<file path="src/rtl/fir_stream_mc_if.sv">
// Stream-in / stream-out / coefficient-write bundle for fir_stream_mc.
// sat_flag is present only when FIR_SATURATE_EN is defined.
interface fir_stream_mc_if #(
    parameter int DATA_W = 16,
    parameter int COEF_W = 16,
    parameter int N_TAPS = 32,
    parameter int NUM_CH = 1
) ();
    localparam int CH_W  = (NUM_CH > 1) ? $clog2(NUM_CH) : 1;
    localparam int TAP_W = $clog2(N_TAPS);

    logic              s_axis_data_tvalid;
    logic              s_axis_data_tready;
    logic [DATA_W-1:0] s_axis_data_tdata;
    logic              m_axis_data_tvalid;
    logic              m_axis_data_tready;
    logic [DATA_W-1:0] m_axis_data_tdata;
    logic [CH_W-1:0]   m_axis_data_tuser;
    logic              coef_wr_en;
    logic [TAP_W-1:0]  coef_wr_addr;
    logic [COEF_W-1:0] coef_wr_data;
`ifdef FIR_SATURATE_EN
    logic              sat_flag;
`endif

    modport slave (
        input  s_axis_data_tvalid, s_axis_data_tdata, m_axis_data_tready,
        input  coef_wr_en, coef_wr_addr, coef_wr_data,
        output s_axis_data_tready, m_axis_data_tvalid, m_axis_data_tdata,
        output m_axis_data_tuser
`ifdef FIR_SATURATE_EN
        , output sat_flag
`endif
    );

    modport master (
        output s_axis_data_tvalid, s_axis_data_tdata, m_axis_data_tready,
        output coef_wr_en, coef_wr_addr, coef_wr_data,
        input  s_axis_data_tready, m_axis_data_tvalid, m_axis_data_tdata,
        input  m_axis_data_tuser
`ifdef FIR_SATURATE_EN
        , input sat_flag
`endif
    );
endinterface

</file>
<file path="src/rtl/fir_stream_mc.sv">
// Time-multiplexed multi-channel FIR: one MAC per clock, round-robin channels, coef RAM writable in IDLE.
// Latency: tvalid rises N_TAPS edges after accept (first seen high on edge N_TAPS+1); one sample per N_TAPS+2 clocks.
// Backpressure: result held until m tready; s tready only in IDLE. FIR_SATURATE_EN: saturate output + sat_flag.
module fir_stream_mc #(
    parameter int DATA_W    = 16,
    parameter int COEF_W    = 16,
    parameter int N_TAPS    = 32,
    parameter int NUM_CH    = 1,
    parameter int OUT_SHIFT = 15
) (
    input  logic           aclk,
    input  logic           aresetn,
    fir_stream_mc_if.slave bus
);
    localparam int TAP_W    = $clog2(N_TAPS);
    localparam int CH_W     = (NUM_CH > 1) ? $clog2(NUM_CH) : 1;
    localparam int ACC_W    = DATA_W + COEF_W + TAP_W;
    localparam int PROD_W   = DATA_W + COEF_W;
    localparam int DL_DEPTH = NUM_CH * N_TAPS;
    localparam int DL_AW    = $clog2(DL_DEPTH);

    typedef enum logic [1:0] {ST_CLEAR, ST_IDLE, ST_MAC, ST_OUT} state_t;

    state_t                   state_q, state_d;
    logic [DL_AW-1:0]         clr_q, clr_d;
    logic [TAP_W-1:0]         tap_q, tap_d;
    logic [CH_W-1:0]          ch_q, ch_d;
    logic [TAP_W-1:0]         wp_q [NUM_CH];
    logic [TAP_W-1:0]         wp_d [NUM_CH];
    logic signed [ACC_W-1:0]  acc_q, acc_d;

    logic signed [DATA_W-1:0] dl_q   [DL_DEPTH];
    logic signed [COEF_W-1:0] coef_q [N_TAPS];

    logic                     dl_we, coef_we;
    logic [DL_AW-1:0]         dl_wa;
    logic signed [DATA_W-1:0] dl_wd;
    logic [TAP_W-1:0]         coef_wa;
    logic signed [COEF_W-1:0] coef_wd;

    logic [TAP_W-1:0]         rd_tap;
    logic [DL_AW-1:0]         rd_addr, wr_addr;
    logic signed [PROD_W-1:0] prod;
    logic signed [ACC_W-1:0]  acc_sh;

`ifdef FIR_SATURATE_EN
    localparam logic signed [ACC_W-1:0] SAT_MAX = {{(ACC_W-DATA_W+1){1'b0}}, {(DATA_W-1){1'b1}}};
    localparam logic signed [ACC_W-1:0] SAT_MIN = {{(ACC_W-DATA_W+1){1'b1}}, {(DATA_W-1){1'b0}}};
    logic                     sat_q, sat_d;
    logic signed [ACC_W-1:0]  acc_nsh;
`endif

    always_comb begin
        state_d = state_q;
        clr_d   = clr_q;
        tap_d   = tap_q;
        ch_d    = ch_q;
        wp_d    = wp_q;
        acc_d   = acc_q;
        dl_we   = 1'b0;
        dl_wa   = clr_q;
        dl_wd   = '0;
        coef_we = 1'b0;
        coef_wa = clr_q[TAP_W-1:0];
        coef_wd = '0;
`ifdef FIR_SATURATE_EN
        sat_d   = 1'b0;
        acc_nsh = '0;
`endif
        // Newest sample sits one behind the (already advanced) write pointer.
        rd_tap  = wp_q[ch_q] - TAP_W'(1) - tap_q;
        rd_addr = DL_AW'(int'(ch_q) * N_TAPS + int'(rd_tap));
        wr_addr = DL_AW'(int'(ch_q) * N_TAPS + int'(wp_q[ch_q]));
        prod    = PROD_W'(coef_q[tap_q]) * PROD_W'(dl_q[rd_addr]);

        case (state_q)
            ST_CLEAR: begin
                dl_we   = 1'b1;
                coef_we = 1'b1;
                if (clr_q == DL_AW'(DL_DEPTH - 1)) begin
                    clr_d   = '0;
                    state_d = ST_IDLE;
                end else begin
                    clr_d = clr_q + DL_AW'(1);
                end
            end
            ST_IDLE: begin
                if (bus.coef_wr_en) begin
                    coef_we = 1'b1;
                    coef_wa = bus.coef_wr_addr;
                    coef_wd = bus.coef_wr_data;
                end
                if (bus.s_axis_data_tvalid) begin
                    dl_we       = 1'b1;
                    dl_wa       = wr_addr;
                    dl_wd       = bus.s_axis_data_tdata;
                    wp_d[ch_q]  = wp_q[ch_q] + TAP_W'(1);
                    acc_d       = '0;
                    tap_d       = '0;
                    state_d     = ST_MAC;
                end
            end
            ST_MAC: begin
                acc_d = acc_q + ACC_W'(prod);
                tap_d = tap_q + TAP_W'(1);
                if (tap_q == TAP_W'(N_TAPS - 1)) begin
                    state_d = ST_OUT;
`ifdef FIR_SATURATE_EN
                    acc_nsh = acc_d >>> OUT_SHIFT;
                    sat_d   = (acc_nsh > SAT_MAX) || (acc_nsh < SAT_MIN);
`endif
                end
            end
            ST_OUT: begin
                if (bus.m_axis_data_tready) begin
                    state_d = ST_IDLE;
                    ch_d    = (ch_q == CH_W'(NUM_CH - 1)) ? '0 : ch_q + CH_W'(1);
                end
            end
            default: state_d = ST_CLEAR;
        endcase
    end

    always_ff @(posedge aclk or negedge aresetn) begin
        if (!aresetn) begin
            state_q <= ST_CLEAR;
            clr_q   <= '0;
            tap_q   <= '0;
            ch_q    <= '0;
            wp_q    <= '{default: '0};
            acc_q   <= '0;
`ifdef FIR_SATURATE_EN
            sat_q   <= 1'b0;
`endif
        end else begin
            state_q <= state_d;
            clr_q   <= clr_d;
            tap_q   <= tap_d;
            ch_q    <= ch_d;
            wp_q    <= wp_d;
            acc_q   <= acc_d;
`ifdef FIR_SATURATE_EN
            sat_q   <= sat_d;
`endif
        end
    end

    // Storage is zeroed by the CLEAR walk, not by reset.
    always_ff @(posedge aclk) begin
        if (dl_we)   dl_q[dl_wa]     <= dl_wd;
        if (coef_we) coef_q[coef_wa] <= coef_wd;
    end

    always_comb begin
        acc_sh = acc_q >>> OUT_SHIFT;
    end

    assign bus.s_axis_data_tready = (state_q == ST_IDLE);
    assign bus.m_axis_data_tvalid = (state_q == ST_OUT);
    assign bus.m_axis_data_tuser  = ch_q;

`ifdef FIR_SATURATE_EN
    assign bus.m_axis_data_tdata = (acc_sh > SAT_MAX) ? DATA_W'(SAT_MAX) :
                                   (acc_sh < SAT_MIN) ? DATA_W'(SAT_MIN) : DATA_W'(acc_sh);
    assign bus.sat_flag          = sat_q;
`else
    assign bus.m_axis_data_tdata = DATA_W'(acc_sh);
`endif
endmodule

</file>
<file path="src/flat_wrapper.sv">
// flat-port wrapper written by rule: the top's interface ports become plain ports
module fir_stream_mc_flat 
#(
    parameter int DATA_W    = 16,
    parameter int COEF_W    = 16,
    parameter int N_TAPS    = 32,
    parameter int NUM_CH    = 1,
    parameter int OUT_SHIFT = 15
)
  (aclk, aresetn, bus_s_axis_data_tvalid, bus_s_axis_data_tdata, bus_m_axis_data_tready, bus_coef_wr_en, bus_coef_wr_addr, bus_coef_wr_data, bus_s_axis_data_tready, bus_m_axis_data_tvalid, bus_m_axis_data_tdata, bus_m_axis_data_tuser);
  fir_stream_mc_if #(.DATA_W(DATA_W), .COEF_W(COEF_W), .N_TAPS(N_TAPS), .NUM_CH(NUM_CH)) bus_i ();
  input  logic aclk;
  input  logic aresetn;
  input wire logic [$bits(bus_i.s_axis_data_tvalid)-1:0] bus_s_axis_data_tvalid;
  input wire logic [$bits(bus_i.s_axis_data_tdata)-1:0] bus_s_axis_data_tdata;
  input wire logic [$bits(bus_i.m_axis_data_tready)-1:0] bus_m_axis_data_tready;
  input wire logic [$bits(bus_i.coef_wr_en)-1:0] bus_coef_wr_en;
  input wire logic [$bits(bus_i.coef_wr_addr)-1:0] bus_coef_wr_addr;
  input wire logic [$bits(bus_i.coef_wr_data)-1:0] bus_coef_wr_data;
  output wire logic [$bits(bus_i.s_axis_data_tready)-1:0] bus_s_axis_data_tready;
  output wire logic [$bits(bus_i.m_axis_data_tvalid)-1:0] bus_m_axis_data_tvalid;
  output wire logic [$bits(bus_i.m_axis_data_tdata)-1:0] bus_m_axis_data_tdata;
  output wire logic [$bits(bus_i.m_axis_data_tuser)-1:0] bus_m_axis_data_tuser;
  assign bus_i.s_axis_data_tvalid = bus_s_axis_data_tvalid;
  assign bus_i.s_axis_data_tdata = bus_s_axis_data_tdata;
  assign bus_i.m_axis_data_tready = bus_m_axis_data_tready;
  assign bus_i.coef_wr_en = bus_coef_wr_en;
  assign bus_i.coef_wr_addr = bus_coef_wr_addr;
  assign bus_i.coef_wr_data = bus_coef_wr_data;
  assign bus_s_axis_data_tready = bus_i.s_axis_data_tready;
  assign bus_m_axis_data_tvalid = bus_i.m_axis_data_tvalid;
  assign bus_m_axis_data_tdata = bus_i.m_axis_data_tdata;
  assign bus_m_axis_data_tuser = bus_i.m_axis_data_tuser;
  fir_stream_mc #(.DATA_W(DATA_W), .COEF_W(COEF_W), .N_TAPS(N_TAPS), .NUM_CH(NUM_CH), .OUT_SHIFT(OUT_SHIFT)) u_core (.aclk(aclk), .aresetn(aresetn), .bus(bus_i));
endmodule
</file>
<file path="config.mk">
export PLATFORM = sky130hd
export DESIGN_NAME = fir_stream_mc_flat
export DESIGN_NICKNAME = d
export VERILOG_FILES = /design/src/rtl/fir_stream_mc_if.sv /design/src/rtl/fir_stream_mc.sv /design/src/flat_wrapper.sv
export SDC_FILE = /design/constraint.sdc
export NUM_CORES = 2
export LEC_CHECK = 0
export ABC_AREA = 1
export CAP_MARGIN = 10
export CORE_MARGIN = 2
export CORE_UTILIZATION = 45
export DETAILED_ROUTE_END_ITERATION = 8
export GPL_ROUTABILITY_DRIVEN = 0
export PLACE_DENSITY = 0.71
export SETUP_SLACK_MARGIN = 0.2
export SYNTH_ARGS = -nofsm -noshare
export SYNTH_HDL_FRONTEND = slang
export SYNTH_SLANG_ARGS = --single-unit
</file>
<file path="constraint.sdc">
create_clock -name aclk -period 11.1 [get_ports aclk]
set_clock_uncertainty 0.05 [all_clocks]
set_input_delay 1.665 -clock aclk [delete_from_list [all_inputs] [get_ports aclk]]
set_output_delay 1.665 -clock aclk [all_outputs]
set_load 0.05 [all_outputs]
</file>
-- After elaboration in Yosys (flattened, before gate mapping)
Memories as Yosys holds them, arrays and structs flattened.
Index checks and enable logic that the tools add are counted.
Widths: inputs -> output; s select.
- reduce and logical (&&, ||, !) cells: 7
- $lt $le $gt $ge: 2
- muxes and demuxes: 30
- multiply operators: 1
- add/sub/neg operators: 9
- equal/unequal tests: 9
- operators with widths (operator ; count):
    $pmux 37 s2 ; 1
    $mux 16 ; 4
    $mux 5 ; 8
    $add 37x32->37 ; 1
    $mux 37 ; 1
    $mul 16x16->32 ; 1
    $add 5x1->5 const B ; 3
    $add 1x5->5 const A ; 2
    $eq 5x5->1 const B ; 2
    $pmux 5 s2 ; 1
    $mux 2 ; 4
    $pmux 2 s4 ; 1
    $mux 1 ; 7
    $reduce_and 2->1 ; 3
    $bwmux 5 ; 1
    $sub 5x1->5 const B ; 1
    $sub 5x5->5 ; 1
    $eq 2x2->1 const B ; 2
    $ne 2x1->1 const B ; 2
    $ne 2x2->1 const B ; 2
    $pmux 1 s2 ; 2
    $reduce_and 4->1 ; 1
    $eq 2x1->1 const B ; 1
    $logic_not 2->1 ; 1
    other kinds (5) ; 5
- output and inout port bits: 19
- memory bits (writable): 1024
- input port bits: 42
- memories: 2
- bits in registers: 55
- word-level logic and storage cells: 66
- memories (memory ; words ; bits a word ; rd ports ; clocked after Yosys merged registers in ; write ports ; line ; text):
    u_core.coef_q ; 32 ; 16 ; 1 ; 0 ; 1 ; fir_stream_mc.sv:33 ; logic signed [COEF_W-1:0] coef_q [N_TAPS];
    u_core.dl_q ; 32 ; 16 ; 1 ; 0 ; 1 ; fir_stream_mc.sv:32 ; logic signed [DATA_W-1:0] dl_q [DL_DEPTH];

-- Longest topological paths before layout
An unclocked memory read counts as a cell.
- depth after elaboration: 9
- depth in mapped cells: 47
- gate-level depth less buffers: 39

-- Least setup slack after synthesis
No wires, ideal clock.
- path kind: register -> register
- from: register u_core.tap_q[0]
- to: register u_core.acc_q[23]
- data required time: 10.932 ns
- path buffers: 9
- clock period less this slack: 8.060 ns
- path slack: 3.040 ns
- stages on the path, launching flop included: 44
- setup time: 0.118 ns
- arrival time: 7.892 ns
- cells stage by stage: dfrtp_1 > buf_6 > inv_4 > buf_8 > buf_6 > buf_6 > buf_2 > ha_1 > fa_1 > buf_6 > inv_4 > buf_4 > buf_4 > buf_4 > a32o_1 > nand2_1 > nand3_1 > o211ai_1 > (+8 left out) > fa_1 > inv_1 > fa_1 > inv_1 > ha_1 > nand2_1 > nor3_1 > nand3_1 > nand3_1 > a21oi_1 > o21ai_0 > nand2_1 > nand2_1 > nand2_1 > nand2_1 > nand2_1 > nand3_1 > nand2_1
- word-level cells in the longest chain between the ends: 6
- elaborated cells on any way between the ends: 7
- those cells by class: 3 x add/sub; 1 x mul; 1 x mux; 2 x memory
- RTL lines (element ; line ; text):
    from (decl) ; fir_stream_mc.sv:26 ; logic [TAP_W-1:0] tap_q, tap_d;
    from (signal assigned) ; fir_stream_mc.sv:138 ; tap_q <= tap_d;
    $sub 5x5->5 ; fir_stream_mc.sv:71 ; rd_tap = wp_q[ch_q] - TAP_W'(1) - tap_q;
    $add 1x5->5 ; fir_stream_mc.sv:72 ; rd_addr = DL_AW'(int'(ch_q) * N_TAPS + int'(rd_tap));
    $mem_v2 32x16 ; -- ;
    $mul 16x16->32 (*) ; fir_stream_mc.sv:74 ; prod = PROD_W'(coef_q[tap_q]) * PROD_W'(dl_q[rd_addr]);
    $add 37x32->37 (*) ; fir_stream_mc.sv:104 ; acc_d = acc_q + ACC_W'(prod);
    $pmux 37 s2 (*) ; fir_stream_mc.sv:76 ; case (state_q)
    to (signal assigned) ; fir_stream_mc.sv:131 ; acc_q <= '0;
    to (signal assigned) ; fir_stream_mc.sv:141 ; acc_q <= acc_d;
    to (decl) ; fir_stream_mc.sv:30 ; logic signed [ACC_W-1:0] acc_q, acc_d;
Mark *: on every way between the ends. The rest lies on a longest branch, timed or not.
A chain may end at the register's enable or synchronous reset.

-- Worst setup path after layout
- from: register u_core.tap_q[0]
- to: register u_core.acc_q[26]
Same word-level chain as after synthesis.

==> summary.md <==
| Metric | Value |
|---|---|
| Outcome | `complete, no violations` |
| First-pass GRT wire length | `212000 µm` |
| Post-route minimum period | `roughly 9.9 ns` |
| FFs w/ async S/R, synth | `about 4.5%` |
| Port buffer count | `59` |
| Vias in the first global route | `~36000` |
| Drt drc | `0` |
| Endpoints failing hold | `0` |
| Htree depth | `3` |
| HPWL after DPL | `between 80000 and 90000 µm` |
| CP startpoint | `u_core.tap_q[0]` |
| Synth top cells by count | `nand2_1, edfxtp_1, inv_1` |
| Core Region | `around 120000 µm²` |
| Crit path top cell by count | `nand2_1` |
| Filler cells | `just over 10000` |
| Relative slew slack | `approximately 16%` |
| DR vias | `~36000` |
| Synthesized instance count | `between 4000 and 5000` |
| Required @ worst endpoint | `11.63 ns` |
| Fin nets | `~5200` |
| Worst-Skew Late Latency | `between 0.6 and 0.7 ns` |
| Clk sinks | `around 1100` |
| Fin worst setup slack | `1.23 ns` |
| Post-route ant nets | `0` |
| Arrival time of the worst setup path | `around 10 ns` |
| Starting Density | `45.5%` |
| Largest net degree at the start of global routing | `between 200 and 250` |
| First-pass DRT Iterations | `6` |
| FF+latch count, synth | `roughly 1100` |
| RSZ-0062 raised after global routing | `no` |
| Hold Crit Class | `reg -> reg` |
| Startpoint Class | `register` |
| Area Overhead vs Synth | `10.3%` |
| DR vias/cell | `5.64` |
| Post-synthesis sequential area ratio | `58.5%` |
| Die Ht | `between 300 and 400 µm` |
| Wirelength per Cell | `~21 µm` |
| Site Rows | `between 100 and 150` |
| Final setup violation count | `0` |
| Total die area | `around 120000 µm²` |
| Synth top area share | `between 50 and 60%` |
| Max stage delay on crit path | `slightly below 0.8 ns` |
| CTS root buf | `clkbuf_16` |
| Cts repair resizes | `0` |
| Top post-synthesis cells by area | `edfxtp_1, fa_1, nand2_1, inv_1, a21oi_1` |
| Max-slew violation count | `0` |
| Reg2reg start | `u_core.tap_q[0]` |
| Period utilisation layout | `between 80% and 90%` |
| IO Pins | `between 60 and 70` |
| CP Capture Point | `u_core.acc_q[26]` |
| Most numerous cell in the Yosys netlist | `nand2_1` |
| Final WL | `138000 µm` |
| Initial antenna violation count | `3` |
| WS Path Type | `reg -> reg` |
| Syn_nets | `just over 5000` |
| R2R cell count | `36` |
| Congestion Overflow GR | `0` |
| Synthesized cell area | `roughly 55000 µm²` |
| Post-CTS Setup Inserts | `0` |
| Worst R2R End | `u_core.acc_q[26]` |
| Share of layout cells above drive strength 1 | `a little under a tenth` |
| CP max-delay cell | `fa_4` |
| Bufs on Longest Clock Path | `3` |
| DIE WIDTH | `roughly 350 µm` |
| Critical path fanouts, max | `between 70 and 80` |
| Clk slew on worst S/H paths | `~0.06 ns` |
| Fmax | `around 100 MHz` |
| Yosys top cell by area | `edfxtp_1` |
| Worst-margin pin slew | `roughly 1.3 ns` |
| CTS tree | `built` |
| DRT iter0 DRCs | `4540` |
| Number of flops mapped to enable cells by yosys | `roughly 1000` |
| R2r setup slk | `approximately 1.2 ns` |
| Synth Flop Type | `edfxtp_1` |
| Ys Warns | `0` |
| Synth unique cells | `between 60 and 70` |
| Final TNS setup | `0 ns` |
| Hold_buf cts | `0` |
| Crit end category | `register` |
| GRT Total Usage | `22.1%` |
| Max Cap Viol | `0` |
| Total CTS buffers | `around 110` |
| Avg Cell Area, Syn | `approximately 12 µm²` |
| Pre-CTS WS | `roughly 1.4 ns` |
==> per-layer routing <==
layer	track usage, %	wire [µm]	vias up
met5	0	52	-
li1	-	-	16243
met2	35.7	65500	1851
met1	29.4	54500	17943
met3	5.29	14200	263
met4	7.10	4170	2
==> sequential cells by signal, summed over array words and instances, names as in the netlist <==
register        cells
u_core.wp_q         5
u_core.clr_q        5
u_core.coef_q     512
u_core.acc_q       31
u_core.dl_q       512
u_core.tap_q        5
u_core.state_q      2
==> worst min path at each step <==
stage,start,slack (ns),endpoint,cells past startpoint
floorplan,u_core.acc_q[12],0.41,u_core.acc_q[12],2
global placement,u_core.acc_q[2],0.44,u_core.acc_q[2],1
detailed placement,u_core.acc_q[2],0.45,u_core.acc_q[2],1
CTS,u_core.acc_q[2],0.46,u_core.acc_q[2],1
global route,u_core.acc_q[0],0.48,u_core.acc_q[0],1
finish,u_core.acc_q[2],0.46,u_core.acc_q[2],1
==> through the flow <==
stage	hold WS [ns]	cells	utilization (%)	area, µm²
floorplan	0.405	4692	-	54600
global placement	0.438	6235	47.2	56700
detailed placement	0.445	6235	47.2	56700
CTS	0.460	6435	50.1	60200
global route	0.480	6440	50.2	60300
finish	0.459	6441	50.2	60300
==> layout by cell type, fill, tap and decap left out, types with 25 or more instances in the layout <==
master and instances:
clkinv_1 25, a22oi_1 41, clkdlybuf4s50_1 58, nor2_2 72
o21ai_0 119, nand2_1 1070, nand3_1 176, o211ai_1 47
ha_1 108, fa_1 285, a32o_1 41, nor2_1 319
edfxtp_1 1024, buf_4 119, clkbuf_16 110, dfrtp_1 45
a21oi_1 327, a221oi_1 44, clkbuf_1 25, inv_1 438
==> cell type report <==
type | count | area [µm²] | area share [%]
Sequential cell | 1072 | 32000 | 53.0
Multi-Input combinational cell | 2897 | 19300 | 32.0
Clock buffer | 137 | 2870 | 4.77
Tap cell | 1612 | 2020 | 3.35
Inverter | 469 | 1790 | 2.97
Timing Repair Buffer | 190 | 1690 | 2.80
Clock inverter | 63 | 634 | 1.05
Antenna cell | 1 | 2.50 | 0.00415
==> worst max-delay path, delay by kind of cell, from the launching register on <==
family / cells / cell delay (ns)
adder cells (fa/ha/maj): 9 / 4.34
AO/OA/AOI/OAI: 6 / 0.98
flip-flops: 1 / 0.51
buffers and inverters: 8 / 1.95
AND/OR/NAND/NOR: 13 / 1.86
==> logic make-up (layout without fill, tap and decap cells) <==
logic type,count (synthesis),after routing,share of synthesized area [%]
AOI/OAI and AO/OA,789,789,9.38
xor gates and xnor gates,11,11,0.176
adders and majority gates,395,395,13.0
buffers and inverters,723,859,6.38
DFF,1072,1072,58.5
other,1,2,0.00686
and+or+nand+nor,1701,1701,12.6
Power is left out: the tool's default activity adds up to more than one toggle a clock period on the data nets, which glitch-free logic cannot reach.
